--- config.mk ---
export PLATFORM = sky130hd
export DESIGN_NAME = if_id_stage
export DESIGN_NICKNAME = d
export VERILOG_FILES = /design/src/rtl/if_id_stage.sv
export SDC_FILE = /design/constraint.sdc
export NUM_CORES = 1
export LEC_CHECK = 0
export ABC_CLOCK_PERIOD_IN_PS = 2800
export CAP_MARGIN = 5
export CORE_ASPECT_RATIO = 1.75
export CORE_MARGIN = 1
export CORE_UTILIZATION = 44
export CTS_BUF_LIST = sky130_fd_sc_hd__clkbuf_8
export CTS_CLUSTER_DIAMETER = 60
export DETAILED_ROUTE_END_ITERATION = 10
export GPL_TIMING_DRIVEN = 0
export HOLD_SLACK_MARGIN = 0.05
export PLACE_DENSITY = 0.79
export SYNTH_ARGS = -nofsm -noshare
export SYNTH_HDL_FRONTEND = slang
export SYNTH_SLANG_ARGS = --single-unit
--- constraint.sdc ---
create_clock -name clk -period 2.8 [get_ports clk]
set_input_delay 0.42 -clock clk [delete_from_list [all_inputs] [get_ports clk]]
set_output_delay 0.42 -clock clk [all_outputs]
set_load 0.1 [all_outputs]
--- src/rtl/if_id_stage.sv ---
// ---------------------------------------------------------------------------
// if_id_stage
//
// Instruction-fetch stage and IF/ID pipeline register of the five-stage RV32I
// pipeline. This module holds the fetch PC and drives the instruction-memory
// address. It also computes the sequential PC and captures the fetched word
// into the IF/ID register, which the decode stage reads.
//
// Optional feature macro: FETCH_PERF_CNT_EN
//   When defined, the fetch_cnt and stall_cnt performance counters and their
//   ports are present. When undefined, the counters and ports do not exist.
//
// Parameters:
//   XLEN       datapath / PC width
//   RESET_PC   PC loaded on reset
//   NOP_INSTR  bubble word (addi x0,x0,0) placed in IF/ID on reset and flush
//
// Ports:
//   clk         rising-edge clock
//   reset       synchronous, active-high reset
//   stall_f     hold the fetch PC
//   stall_d     hold the IF/ID register
//   flush_d     replace the IF/ID contents with a bubble
//   pcsrc_e     taken branch/jump in EX; redirect the PC
//   pctarget_e  redirect target (bits [1:0] are ignored)
//   imem_addr   instruction-memory address (always equals pc_f)
//   imem_rdata  instruction word, combinational read of imem_addr
//   pc_f        current fetch PC
//   instr_d     IF/ID instruction
//   op_d        instr_d[6:0], for the main decoder
//   pc_d        PC of instr_d
//   pcplus4_d   pc_d + 4
//   valid_d     instr_d is a real fetched word, not a bubble
//   fetch_cnt   words loaded into IF/ID (FETCH_PERF_CNT_EN only)
//   stall_cnt   cycles IF/ID was held by stall_d (FETCH_PERF_CNT_EN only)
// ---------------------------------------------------------------------------
module if_id_stage #(
    parameter int unsigned        XLEN      = 32,
    parameter logic [XLEN-1:0]    RESET_PC  = '0,
    parameter logic [31:0]        NOP_INSTR = 32'h0000_0013
) (
    input  logic            clk,
    input  logic            reset,
    input  logic            stall_f,
    input  logic            stall_d,
    input  logic            flush_d,
    input  logic            pcsrc_e,
    input  logic [XLEN-1:0] pctarget_e,
    output logic [XLEN-1:0] imem_addr,
    input  logic [31:0]     imem_rdata,
    output logic [XLEN-1:0] pc_f,
    output logic [31:0]     instr_d,
    output logic [6:0]      op_d,
    output logic [XLEN-1:0] pc_d,
    output logic [XLEN-1:0] pcplus4_d,
    output logic            valid_d
`ifdef FETCH_PERF_CNT_EN
    ,
    output logic [31:0]     fetch_cnt,
    output logic [31:0]     stall_cnt
`endif
);

    logic [XLEN-1:0] pc_f_q, pc_f_d;
    logic [XLEN-1:0] pc_plus4_f;
    logic [31:0]     instr_d_q, instr_d_d;
    logic [XLEN-1:0] pc_d_q, pc_d_d;
    logic [XLEN-1:0] pcplus4_d_q, pcplus4_d_d;
    logic            valid_d_q, valid_d_d;
    logic            load_d;

    // Redirect targets are always word aligned, so the two low target bits
    // are dropped on purpose. This XOR only marks them as deliberately
    // unused.
    logic            target_lsb_unused;
    assign target_lsb_unused = ^pctarget_e[1:0];

    // The addition wraps modulo 2^XLEN, so 0xFFFF_FFFC + 4 becomes 0.
    assign pc_plus4_f = pc_f_q + XLEN'(4);

    // A redirect from EX beats stall_f. If it did not, a taken branch that
    // coincides with a load-use stall would be lost.
    always_comb begin
        pc_f_d = pc_f_q;
        if (pcsrc_e) begin
            pc_f_d = {pctarget_e[XLEN-1:2], 2'b00};
        end else if (!stall_f) begin
            pc_f_d = pc_plus4_f;
        end
    end

    // A flush beats stall_d, so a squashed wrong-path word never survives in
    // IF/ID. The load condition is shared with the fetch counter.
    assign load_d = !flush_d && !stall_d;

    always_comb begin
        instr_d_d   = instr_d_q;
        pc_d_d      = pc_d_q;
        pcplus4_d_d = pcplus4_d_q;
        valid_d_d   = valid_d_q;
        if (flush_d) begin
            instr_d_d   = NOP_INSTR;
            pc_d_d      = '0;
            pcplus4_d_d = '0;
            valid_d_d   = 1'b0;
        end else if (load_d) begin
            instr_d_d   = imem_rdata;
            pc_d_d      = pc_f_q;
            pcplus4_d_d = pc_plus4_f;
            valid_d_d   = 1'b1;
        end
    end

    always_ff @(posedge clk) begin
        if (reset) begin
            pc_f_q      <= RESET_PC;
            instr_d_q   <= NOP_INSTR;
            pc_d_q      <= '0;
            pcplus4_d_q <= '0;
            valid_d_q   <= 1'b0;
        end else begin
            pc_f_q      <= pc_f_d;
            instr_d_q   <= instr_d_d;
            pc_d_q      <= pc_d_d;
            pcplus4_d_q <= pcplus4_d_d;
            valid_d_q   <= valid_d_d;
        end
    end

`ifdef FETCH_PERF_CNT_EN
    logic [31:0] fetch_cnt_q, fetch_cnt_d;
    logic [31:0] stall_cnt_q, stall_cnt_d;

    // Both counters saturate at all-ones instead of wrapping. A flush takes
    // precedence, so a flushed cycle is counted as neither a fetch nor a
    // stall.
    always_comb begin
        fetch_cnt_d = fetch_cnt_q;
        stall_cnt_d = stall_cnt_q;
        if (load_d && (fetch_cnt_q != 32'hFFFF_FFFF)) begin
            fetch_cnt_d = fetch_cnt_q + 32'd1;
        end
        if (stall_d && !flush_d && (stall_cnt_q != 32'hFFFF_FFFF)) begin
            stall_cnt_d = stall_cnt_q + 32'd1;
        end
    end

    always_ff @(posedge clk) begin
        if (reset) begin
            fetch_cnt_q <= '0;
            stall_cnt_q <= '0;
        end else begin
            fetch_cnt_q <= fetch_cnt_d;
            stall_cnt_q <= stall_cnt_d;
        end
    end

    assign fetch_cnt = fetch_cnt_q;
    assign stall_cnt = stall_cnt_q;
`endif

    assign imem_addr = pc_f_q;
    assign pc_f      = pc_f_q;
    assign instr_d   = instr_d_q;
    assign op_d      = instr_d_q[6:0];
    assign pc_d      = pc_d_q;
    assign pcplus4_d = pcplus4_d_q;
    assign valid_d   = valid_d_q;

endmodule

# Word level (Yosys, flattened, before mapping)
# Index checks and enable logic that the tools add are counted.
dict set report word_totals {
  ff_bits 129
  latch_bits 0
  mem_bits_rw 0
  rom_bits 0
  input_bits 70
  output_inout_bits 168
  word_cells 15
  memories 0
}
dict set report op_classes {
  n_addsub 1
  n_mul 0
  div_mod_pow 0
  magnitude_cmp 0
  n_eq_ne 1
  n_shift 0
  muxes 2
  bitwise 0
  n_reduce_logical 5
}
# operator n
set ops {}
lappend ops {{$mux W32} 2}
lappend ops {{$add A32 B3 Y32 const B} 1}
lappend ops {{$reduce_or A2 Y1} 2}
lappend ops {{$logic_not A1 Y1} 2}
lappend ops {{$ne A2 B1 Y1 const B} 1}
lappend ops {{$logic_and A1 B1 Y1} 1}

# Longest topological paths before layout
# Gate-level depths: netlist of run 1.
dict set report logic_depth {
  ltp_word 3
  depth_mapped 7
  depth_no_buf 6
}

# Worst setup path before layout of run 1
# No wires, ideal clock.
dict set report synth_timing {
  path_kind {reg2reg}
  start {register pc_f_q[2], in the netlist imem_addr[2]}
  end {register pc_f_q[16], in the netlist imem_addr[16]}
  setup_time_ns 0.086
  arrival_ns 2.687
  required_time_ns 2.714
  path_slack_ns 0.028
  stages_incl_launch_ff 7
  n_path_buf 0
  period_less_slack_ns 2.772
  cell_sequence {dfxtp_1 > ha_1 > nand3_1 > or3_1 > or3_1 > xnor2_1 > a211oi_1}
}
dict set report synth_between {
  elab_chain_cells 3
}
# item line_no
set synth_rtl {}
lappend synth_rtl {{start: declaration} 64} ;# logic [XLEN-1:0] pc_f_q, pc_f_d;
lappend synth_rtl {{start signal: assignment} 122} ;# pc_f_q <= pc_f_d;
lappend synth_rtl {{$add A32 B3 Y32} 79} ;# assign pc_plus4_f = pc_f_q + XLEN'(4);
lappend synth_rtl {{$mux W32} 87} ;# end else if (!stall_f) begin
lappend synth_rtl {{$mux W32} 85} ;# if (pcsrc_e) begin
# No other way between the ends. The select of a mux whose other input is x is not followed.
# A chain may end at the register's enable or synchronous reset.

# Worst setup path in the final report of run 1
dict set report layout_timing {
  start {register pc_f_q[2], in the netlist imem_addr[2]}
  end {output port pc_f[2]}
}
# item line_no
set layout_rtl {}
lappend layout_rtl {{end: declaration} 51} ;# output logic [XLEN-1:0] pc_f,
# No word-level cell between the ends.

==> results of run 1 <==
## synthesized netlist by cell type, drive strengths merged, types with 14 or more instances
| library cell | instances | area [sq um] |
|---|---|---|
| nand4 | 17 | 140 |
| mux2i | 67 | 671 |
| dfxtp | 123 | 2460 |
| xor2 | 31 | 272 |
| a21oi | 35 | 175 |
| clkbuf | 33 | 125 |
| nand2 | 25 | 93.8 |
| o21ai | 27 | 135 |
| nand3 | 14 | 75.1 |
| xnor2 | 18 | 158 |
| nor2 | 104 | 390 |
| a211oi | 16 | 120 |
| buf | 62 | 429 |
## cells by family after synthesis
group,after synthesis,share of synthesized area
simple gates,199,0.172
flops,123,0.432
buf+inv,105,0.104
compound gates,93,0.0960
mux,67,0.118
xor+xnor,49,0.0753
fa+ha+maj,1,0.00220
other cells,1,0.000658
## layer usage
metal	track usage	vias to the layer above
met5	0	-
met4	0.171	0
met3	0.0677	65
met2	0.533	248
met1	0.262	2586
li1	-	2611
## worst max path at each step
stage	from	endpoint	slack (ns)	cells past startpoint
finish	imem_addr[2]$_SDFFE_PP0P_	pc_f[2]	0.06	2
global route	imem_addr[2]$_SDFFE_PP0P_	pc_f[2]	0.02	2
CTS	imem_addr[2]$_SDFFE_PP0P_	pc_f[2]	0.04	2
detailed placement	imem_addr[2]$_SDFFE_PP0P_	imem_addr[24]$_SDFFE_PP0P_	0.30	6
global placement	imem_addr[2]$_SDFFE_PP0P_	imem_addr[24]$_SDFFE_PP0P_	0.36	6
floorplan	imem_addr[2]$_SDFFE_PP0P_	imem_addr[16]$_SDFFE_PP0P_	0.03	6
## registers in the layout, summed over array words and instances (netlist names)
register / cells
pc_d: 30
imem_addr: 30
instr_d: 32
valid_d: 1
pcplus4_d: 30
## per-stage QoR
stage	area, sq um	power (W)
after global placement	8180	0.00336
after floorplan	5720	0.00300
after detailed placement	8180	0.00338
after global routing	8600	0.00516
after CTS	8590	0.00503
final	8600	0.00501
## where the power goes
part           leakage (nW)  switching [W]  internal [W]
logic                  2.18        0.00105      0.000400
registers              1.01      0.0000746       0.00182
clock network         0.207       0.000758      0.000907
total                  3.39        0.00188       0.00313
## placed cells by master (no fill, tap or decap), types with 4 or more instances in the layout
master,Yosys,layout
a211oi_1,16,16
a21oi_1,35,35
and2_1,4,4
buf_2,13,13
buf_4,48,48
clkbuf_1,32,32
clkbuf_8,0,18
clkdlybuf4s50_1,0,224
conb_1,1,8
dfxtp_1,123,123
inv_1,9,10
mux2i_1,67,67
nand2_1,25,25
nand3_1,13,13
nand4_1,13,13
nor2_1,104,104
nor3_1,8,8
o21ai_0,27,27
or3_1,7,7
xnor2_1,18,18
xor2_1,31,31
## tightest hold or removal path, cell delays in order (launching register included)
cell and delay [ns]:
dfxtp_1 0.32, nand2_1 0.05, a21oi_1 0.05
## area by class of cell
cell class                      count  area, sq um  area share
Antenna cell                        1         2.50    0.000291
Buffer                             95          554      0.0645
Clock buffer                       18          248      0.0288
Clock inverter                     14          170      0.0198
Inverter                           10         37.5     0.00437
Multi-Input combinational cell    417         2670       0.310
Sequential cell                   123         2460       0.286
Tap cell                          168          210      0.0245
Timing Repair Buffer              224         2240       0.261
==> out/results.ini, run 1 <==
[floorplan]
num_rows = 54
pin_count = 238
core-area_sq_um = 12600
die_area_sq_um = 13400
start_util = 0.453
fp.dieH_microns = 153
dieWidth_microns = 88.0

[detailed_routing]
wl_met3_microns = 1140
wl_per_cell_microns = 17.6
wl_met1_microns = 6390
drtIter0Drc = 176
ant_nets = 0
vias_per_cell = 5.15
drt-total-wl_microns = 18800
drc = 0
dr.max_layer_used = met4
routed-wl-met2_microns = 10400
vias = 5510
drt_first_pass_iters = 6

[timing]
setup_violations = 0
post-route-period-util = 0.978
fin_ws_ns = 0.0617
fin_skew_ns = 0.00462
worst_slew_pin_slew_ns = 1.05
maxSlewViolCount = 0
fmax_ghz = 0.365
period_needed_ns = 2.74
hold-worst-slack_ns = 0.461
final-hold-violation-count = 0
rsz0062_at_grt = no
fin_tns_setup_ns = 0
relSlewSlack = 0.299

[cells_and_area]
utilization = 0.684
syn2layout_area_growth_pct = 50.9
nNetsFinal = 959
fill_cells = 1038
fin_cells = 1070
drive_gt1_frac = 0.114

[setup_path]
critical-path-max-stage-delay_ns = 1.12
startpoint_type = flip-flop
r2r-end = imem_addr[24]$_SDFFE_PP0P_
path_buf_inv = 2
cp_top_family = buffers and inverters
crit_chain = buf_4 -> clkdlybuf4s50_1
reg2reg_depth = 6
critPathKind = reg -> out
crit_required_ns = 2.38
worstReg2RegStart = imem_addr[2]$_SDFFE_PP0P_
slowest_stage = clkdlybuf4s50_1
reg2reg_slack_ns = 0.29
crit_arrival_ns = 2.32
worstPathMaxFanout = 7
critPathCaptureType = output port

[pwr]
leakage_nw = 3.39
powerDensity_nw_per_um2 = 583
irDropWorstVdd_mv = 0.327

[grt]
grtUsageTotal = 0.283
grt_overflow_total = 0
antenna_found_initial = 1
grt_pass1_vias = 5691
grt_max_degree = 17
grt_pass1_wl_microns = 28900

[clock_network]
root_buffer = clkbuf_8
cts_buffers = 17
cts_setup_buffers = 0
clk_latency_ns = 0.45
cts_sinks = 123
path_clk_slew_ns = 0.07
post_cts_resized = 0
clockBufferDepth = 2
htree_num_levels = 4
cts_tree = yes
hold_buffers = 0

[flow_run]
drv_cap = 0

[outcome]
status = finished, final reports clean

[worst_hold_path]
hold_path_depth = 2
hp-class = reg -> reg
worstHoldStart = pcplus4_d[10]$_SDFFE_PP0P_
hold-path-endpoint = pcplus4_d[10]$_SDFFE_PP0P_

[synth]
async_reset_ff_frac = 0
synth-seq-cells = 123
syn_area_sq_um = 5700
synth_cell_types = 49
postSynthCellCount = 638
synth_edf_count = 0
synth_flop_cell = dfxtp_1
synth_area_per_cell_sq_um = 8.93
yosysWarningCount = 0
seq_area_frac_synth = 0.432

[place]
io_buffer_count = 224
gp_congestion = 0.847
placement.setup.worst_slack_ns = 0.299
dp_cells = 1037
dp_hpwl_microns = 14300

Note: power is estimated with default switching activity, not from simulation.
==> run 2, diff against run 1 <==
--- a/config.mk
+++ b/config.mk
@@ -13,7 +13,6 @@
 export CTS_BUF_LIST = sky130_fd_sc_hd__clkbuf_8
 export CTS_CLUSTER_DIAMETER = 60
 export DETAILED_ROUTE_END_ITERATION = 10
-export GPL_TIMING_DRIVEN = 0
 export HOLD_SLACK_MARGIN = 0.05
 export PLACE_DENSITY = 0.79
 export SYNTH_ARGS = -nofsm -noshare
==> run 2 against run 1 <==
- via count down 7.9%
- sequential power about the same
- register-to-register slack better by 0.09 ns
- critical path type is now reg -> reg
==> out/results.ini, run 2 (synthesis results as in run 1) <==
[outcome]
status = finished, final reports clean  ; unchanged

[clock_network]
hold_buffers = 0  ; unchanged
htree_num_levels = 4  ; unchanged
cts_setup_buffers = 0  ; unchanged
clk_latency_ns = 0.43  ; was 0.45 ns
path_clk_slew_ns = 0.08  ; was 0.07 ns
cts_buffers = 17  ; unchanged
cts_tree = yes  ; unchanged
post_cts_resized = 0  ; unchanged
root_buffer = clkbuf_8  ; unchanged
cts_sinks = 123  ; unchanged
clockBufferDepth = 2  ; unchanged

[timing]
worst_slew_pin_slew_ns = 0.870  ; was 1.05 ns
post-route-period-util = 0.864  ; was 0.978
hold-worst-slack_ns = 0.416  ; was 0.461 ns
relSlewSlack = 0.419  ; was 0.299
maxSlewViolCount = 0  ; unchanged
fin_tns_setup_ns = 0  ; unchanged
fin_skew_ns = 0.0103  ; was 0.00462 ns
fin_ws_ns = 0.380  ; was 0.0617 ns
fmax_ghz = 0.413  ; was 0.365 GHz
period_needed_ns = 2.42  ; was 2.74 ns
final-hold-violation-count = 0  ; unchanged
setup_violations = 0  ; unchanged
rsz0062_at_grt = no  ; unchanged

[cells_and_area]
syn2layout_area_growth_pct = 36.6  ; was 50.9%
final_cell_mix = 176 x buf_4, 123 x dfxtp_1, 104 x nor2_1  ; was 224 x clkdlybuf4s50_1, 123 x dfxtp_1, 104 x nor2_1
nNetsFinal = 882  ; was 959
final_common_cell = buf_4  ; was clkdlybuf4s50_1
drive_gt1_frac = 0.263  ; was 0.114
fill_cells = 1079  ; was 1038
largest_reg_flops = 32  ; unchanged
diodes = 0  ; was 1

[place]
dp_hpwl_microns = 11900  ; was 14300 microns
io_buffer_count = 227  ; was 224
gp_congestion = 0.814  ; was 0.847
placement.setup.worst_slack_ns = 0.354  ; was 0.299 ns

[setup_path]
critPathKind = reg -> reg  ; was reg -> out
worstPathMaxFanout = 7  ; unchanged
crit_arrival_ns = 2.77  ; was 2.32 ns
critical-path-max-stage-delay_ns = 0.51  ; was 1.12 ns
startpoint_type = flip-flop  ; unchanged
crit_required_ns = 3.14  ; was 2.38 ns
slowest_stage = dfxtp_1  ; was clkdlybuf4s50_1
crit_top_cell = or3_1
crit_chain = ha_1 -> nand3_1 -> or3_1 -> or3_1 -> xnor2_1 -> a211oi_1  ; was buf_4 -> clkdlybuf4s50_1
critPathCaptureType = flip-flop  ; was output port

[grt]
grt_overflow_total = 0  ; unchanged
grt_max_degree = 43  ; was 17
grt_pass1_vias = 4966  ; was 5691
antenna_found_initial = 0  ; was 1
grtUsageTotal = 0.243  ; was 0.283
grt_pass1_wl_microns = 25300  ; was 28900 microns

[detailed_routing]
ant_nets = 0  ; unchanged
drtIter0Drc = 270  ; was 176
wl_per_cell_microns = 16.2  ; was 17.6 microns
vias = 5072  ; was 5510
vias_per_cell = 5.11  ; was 5.15
drc = 0  ; unchanged
drt-total-wl_microns = 16100  ; was 18800 microns
drt_first_pass_iters = 4  ; was 6

[pwr]
sequentialPowerShare = 0.391  ; was 0.378
switching_share = 0.380  ; was 0.376
combPwrFrac = 0.269  ; was 0.290
leakage_nw = 3.41  ; was 3.39 nW
power_switching_w = 0.00186  ; was 0.00188 W
internal_power_w = 0.00303  ; was 0.00313 W
irDropWorstVdd_mv = 0.307  ; was 0.327 mV
powerDensity_nw_per_um2 = 628  ; was 583 nW/um^2
clockPowerShare = 0.340  ; was 0.333

[floorplan]
fp.dieH_microns = 153  ; unchanged
die_area_sq_um = 13400  ; unchanged
core-area_sq_um = 12600  ; unchanged
num_rows = 54  ; unchanged
start_util = 0.453  ; unchanged
pin_count = 238  ; unchanged
dieWidth_microns = 88.0  ; unchanged

[worst_hold_path]
hp-class = in -> reg  ; was reg -> reg

[flow_run]
drv_cap = 0  ; unchanged

## run 2: changes by cell type in the layout (fill, tap and decap cells not counted), moves of 2 or more
cell             delta
buf_4             +128
inv_6               +3
clkbuf_1           -32
clkdlybuf4s50_1   -158
clkinv_2            -2
buf_2              -13
## run 2: layout make-up
type	instances	area [sq um]	area share
repair buffers	242	1980	0.255
clock buffers	17	234	0.0301
clock inverters	15	188	0.0241
multi-input cells	417	2670	0.343
flip-flops and latches	123	2460	0.316
well taps	168	210	0.0270
inverters	10	37.5	0.00482
## run 2: metal layers
metal  GRT usage  vias up  share of wire
met1       0.252     2370           0.37
met2       0.442      193           0.54
li1            -     2467              -
met3      0.0423       42          0.052
met5           0        -              0
met4       0.143        0          0.043
## run 2: worst paths after layout
path                                   start                    endpoint  slack [ns]  depth (start not counted)
hold reg to reg   pcplus4_d[10]$_SDFFE_PP0P_  pcplus4_d[10]$_SDFFE_PP0P_        0.46                          2
setup reg to reg   imem_addr[3]$_SDFFE_PP0P_  imem_addr[16]$_SDFFE_PP0P_        0.38                          6
hold / removal                       stall_d   pcplus4_d[6]$_SDFFE_PP0P_        0.42                          3
setup / recovery   imem_addr[3]$_SDFFE_PP0P_  imem_addr[16]$_SDFFE_PP0P_        0.38                          6
## run 2: worst max-delay path, delay by kind of cell (launching register included)
| family | cells | cell delay [ns] |
|---|---|---|
| and+or+nand+nor | 3 | 1.20 |
| DFF | 1 | 0.51 |
| adders and majority gates | 1 | 0.28 |
| AOI/OAI and AO/OA | 1 | 0.22 |
| xor gates and xnor gates | 1 | 0.13 |
## run 2: metrics by stage
stage / cells / util / power (W) / instance area (sq um)
floorplan: 645 / - / 0.00300 / 5720
global placement: 960 / 0.586 / 0.00325 / 7360
detailed placement: 960 / 0.586 / 0.00327 / 7360
CTS: 992 / 0.619 / 0.00493 / 7780
global route: 992 / 0.619 / 0.00506 / 7780
finish: 992 / 0.619 / 0.00489 / 7780
## run 2: power groups by stage
stage | Combinational (W) | Sequential [W] | Clock [W]
floorplan | 0.000586 | 0.00241 | 0
global placement | 0.00131 | 0.00195 | 0
detailed placement | 0.00132 | 0.00195 | 0
CTS | 0.00132 | 0.00191 | 0.00170
global route | 0.00136 | 0.00192 | 0.00178
finish | 0.00131 | 0.00191 | 0.00166
==> run 3, diff against run 2 <==
--- a/config.mk
+++ b/config.mk
@@ -8,7 +8,7 @@
 export ABC_CLOCK_PERIOD_IN_PS = 2800
 export CAP_MARGIN = 5
 export CORE_ASPECT_RATIO = 1.75
-export CORE_MARGIN = 1
+export CORE_MARGIN = 2
 export CORE_UTILIZATION = 44
 export CTS_BUF_LIST = sky130_fd_sc_hd__clkbuf_8
 export CTS_CLUSTER_DIAMETER = 60
==> run 3 against run 2 <==
- combinational power is essentially flat
- critical endpoint unchanged
- fmax grew 1.3%
- critical path type unchanged
- global-route usage shrank 1.8 points
- power shrank 0.69%
- clock power is essentially flat
- routed wire length grew 0.91%
- register-to-register slack gained 0.03 ns
- non-clock buffer count shrank 1
- setup slack gained 0.031 ns
- first-iteration DRC count shrank 21%
==> out/results.ini, run 3 (synthesis results as in run 1) <==
[setup_path]
worstReg2RegStart = imem_addr[3]$_SDFFE_PP0P_  ; unchanged
crit_chain = ha_1 -> nand3_1 -> or3_1 -> or3_1 -> xnor2_1 -> a211oi_1  ; unchanged
crit_required_ns = 3.15  ; was 3.14 ns
worstPathMaxFanout = 7  ; unchanged
crit_arrival_ns = 2.73  ; was 2.77 ns
slowest_stage = dfxtp_1  ; unchanged
crit_top_cell = or3_1  ; unchanged
critPathKind = reg -> reg  ; unchanged
critical-path-max-stage-delay_ns = 0.52  ; was 0.51 ns
critPathCaptureType = flip-flop  ; unchanged
startpoint_type = flip-flop  ; unchanged
crit_start = imem_addr[3]$_SDFFE_PP0P_  ; unchanged

[floorplan]
fp.dieH_microns = 155  ; was 153 microns
die_area_sq_um = 13900  ; was 13400 sq um
start_util = 0.445  ; was 0.453
core-area_sq_um = 12800  ; was 12600 sq um
pin_count = 238  ; unchanged
num_rows = 55  ; was 54
dieWidth_microns = 90.0  ; was 88.0 microns

[detailed_routing]
wl_per_cell_microns = 16.3  ; was 16.2 microns
drtIter0Drc = 212  ; was 270
drt_first_pass_iters = 4  ; unchanged
drt-total-wl_microns = 16200  ; was 16100 microns
drc = 0  ; unchanged
vias_per_cell = 5.13  ; was 5.11
ant_nets = 0  ; unchanged
vias = 5102  ; was 5072

[grt]
antenna_found_initial = 0  ; unchanged
grtUsageTotal = 0.225  ; was 0.243
grt_max_degree = 63  ; was 43
grt_overflow_total = 0  ; unchanged
grt_pass1_wl_microns = 25000  ; was 25300 microns
grt_pass1_vias = 4969  ; was 4966

[timing]
hold-worst-slack_ns = 0.450  ; was 0.416 ns
relSlewSlack = 0.197  ; was 0.419
worst_slew_pin_slew_ns = 1.20  ; was 0.870 ns
fin_ws_ns = 0.411  ; was 0.380 ns
post-route-period-util = 0.853  ; was 0.864
period_needed_ns = 2.39  ; was 2.42 ns
maxSlewViolCount = 0  ; unchanged
fin_tns_setup_ns = 0  ; unchanged
fin_skew_ns = 0.0111  ; was 0.0103 ns
final-hold-violation-count = 0  ; unchanged
setup_violations = 0  ; unchanged
fmax_ghz = 0.419  ; was 0.413 GHz
rsz0062_at_grt = no  ; unchanged

[cells_and_area]
final_cell_mix = 174 x buf_4, 123 x dfxtp_1, 104 x nor2_1  ; was 176 x buf_4, 123 x dfxtp_1, 104 x nor2_1
diodes = 0  ; unchanged
syn2layout_area_growth_pct = 36.5  ; was 36.6%
largest_reg_flops = 32  ; unchanged
utilization = 0.608  ; was 0.619
fin_cells = 994  ; was 992
drive_gt1_frac = 0.264  ; was 0.263
final_common_cell = buf_4  ; unchanged
nNetsFinal = 881  ; was 882

[clock_network]
cts_tree = yes  ; unchanged
cts_sinks = 123  ; unchanged
htree_num_levels = 4  ; unchanged
clockBufferDepth = 2  ; unchanged
cts_setup_buffers = 0  ; unchanged
hold_buffers = 0  ; unchanged
root_buffer = clkbuf_8  ; unchanged
cts_buffers = 17  ; unchanged
clk_latency_ns = 0.43  ; about the same
post_cts_resized = 0  ; unchanged
path_clk_slew_ns = 0.07  ; was 0.08 ns

[worst_hold_path]
worstHoldStart = valid_d$_SDFFE_PP0P_  ; was stall_d
hp-class = reg -> reg  ; was in -> reg

[flow_run]
drv_cap = 0  ; unchanged

[place]
placement.setup.worst_slack_ns = 0.357  ; was 0.354 ns
io_buffer_count = 227  ; unchanged
dp_hpwl_microns = 11700  ; was 11900 microns
dp_cells = 962  ; was 960
gp_congestion = 0.808  ; was 0.814

[pwr]
leakage_nw = 3.40  ; was 3.41 nW
powerDensity_nw_per_um2 = 624  ; was 628 nW/um^2
irDropWorstVdd_mv = 0.304  ; was 0.307 mV

[outcome]
status = finished, final reports clean  ; unchanged

-- run 3: cell types whose count changed in the layout (fill, tap and decap cells not counted), sizes merged --
cell	before	now
clkinvlp	2	3
clkinv	4	8
buf	176	175
inv	16	11
-- run 3: layer usage --
| layer | GRT usage | up-vias | share of wire |
|---|---|---|---|
| met1 | 0.235 | 2372 | 0.37 |
| met4 | 0.124 | 0 | 0.040 |
| met3 | 0.0419 | 47 | 0.058 |
| met5 | 0 | - | 0 |
| met2 | 0.420 | 222 | 0.53 |
| li1 | - | 2461 | - |
-- run 3: area by class of cell --
cell class / count / area, sq um
fill: 1119 / 5020
multi-input combinational: 417 / 2670
sequential: 123 / 2460
timing repair buffer: 241 / 1990
clock buffer: 17 / 234
tap: 171 / 214
clock inverter: 15 / 173
inverter: 10 / 37.5
-- run 3: worst paths after layout --
kind	endpoint	slack [ns]	cells past startpoint
worst max-delay path	imem_addr[16]$_SDFFE_PP0P_	0.41	6
worst min-delay path	valid_d$_SDFFE_PP0P_	0.45	2
worst max register to register	imem_addr[16]$_SDFFE_PP0P_	0.41	6
worst min register to register	valid_d$_SDFFE_PP0P_	0.45	2
-- run 3: report_power, final --
part           switching, W  internal (W)
Clock              0.000749      0.000879
Sequential        0.0000919       0.00182
Combinational       0.00100      0.000317
-- run 3: critical path: cells and delay by family (launching register included) --
family | cells | cell delay, ns
flops | 1 | 0.52
xor+xnor | 1 | 0.13
compound gates | 1 | 0.21
fa+ha+maj | 1 | 0.28
simple gates | 3 | 1.17
-- run 3: per-stage QoR --
| step | area, sq um | total power [W] |
|---|---|---|
| 2_1_floorplan | 5720 | 0.00300 |
| 3_3_place_gp | 7370 | 0.00325 |
| 3_5_place_dp | 7370 | 0.00327 |
| 4_1_cts | 7780 | 0.00489 |
| 5_1_grt | 7780 | 0.00502 |
| 6_report | 7780 | 0.00485 |
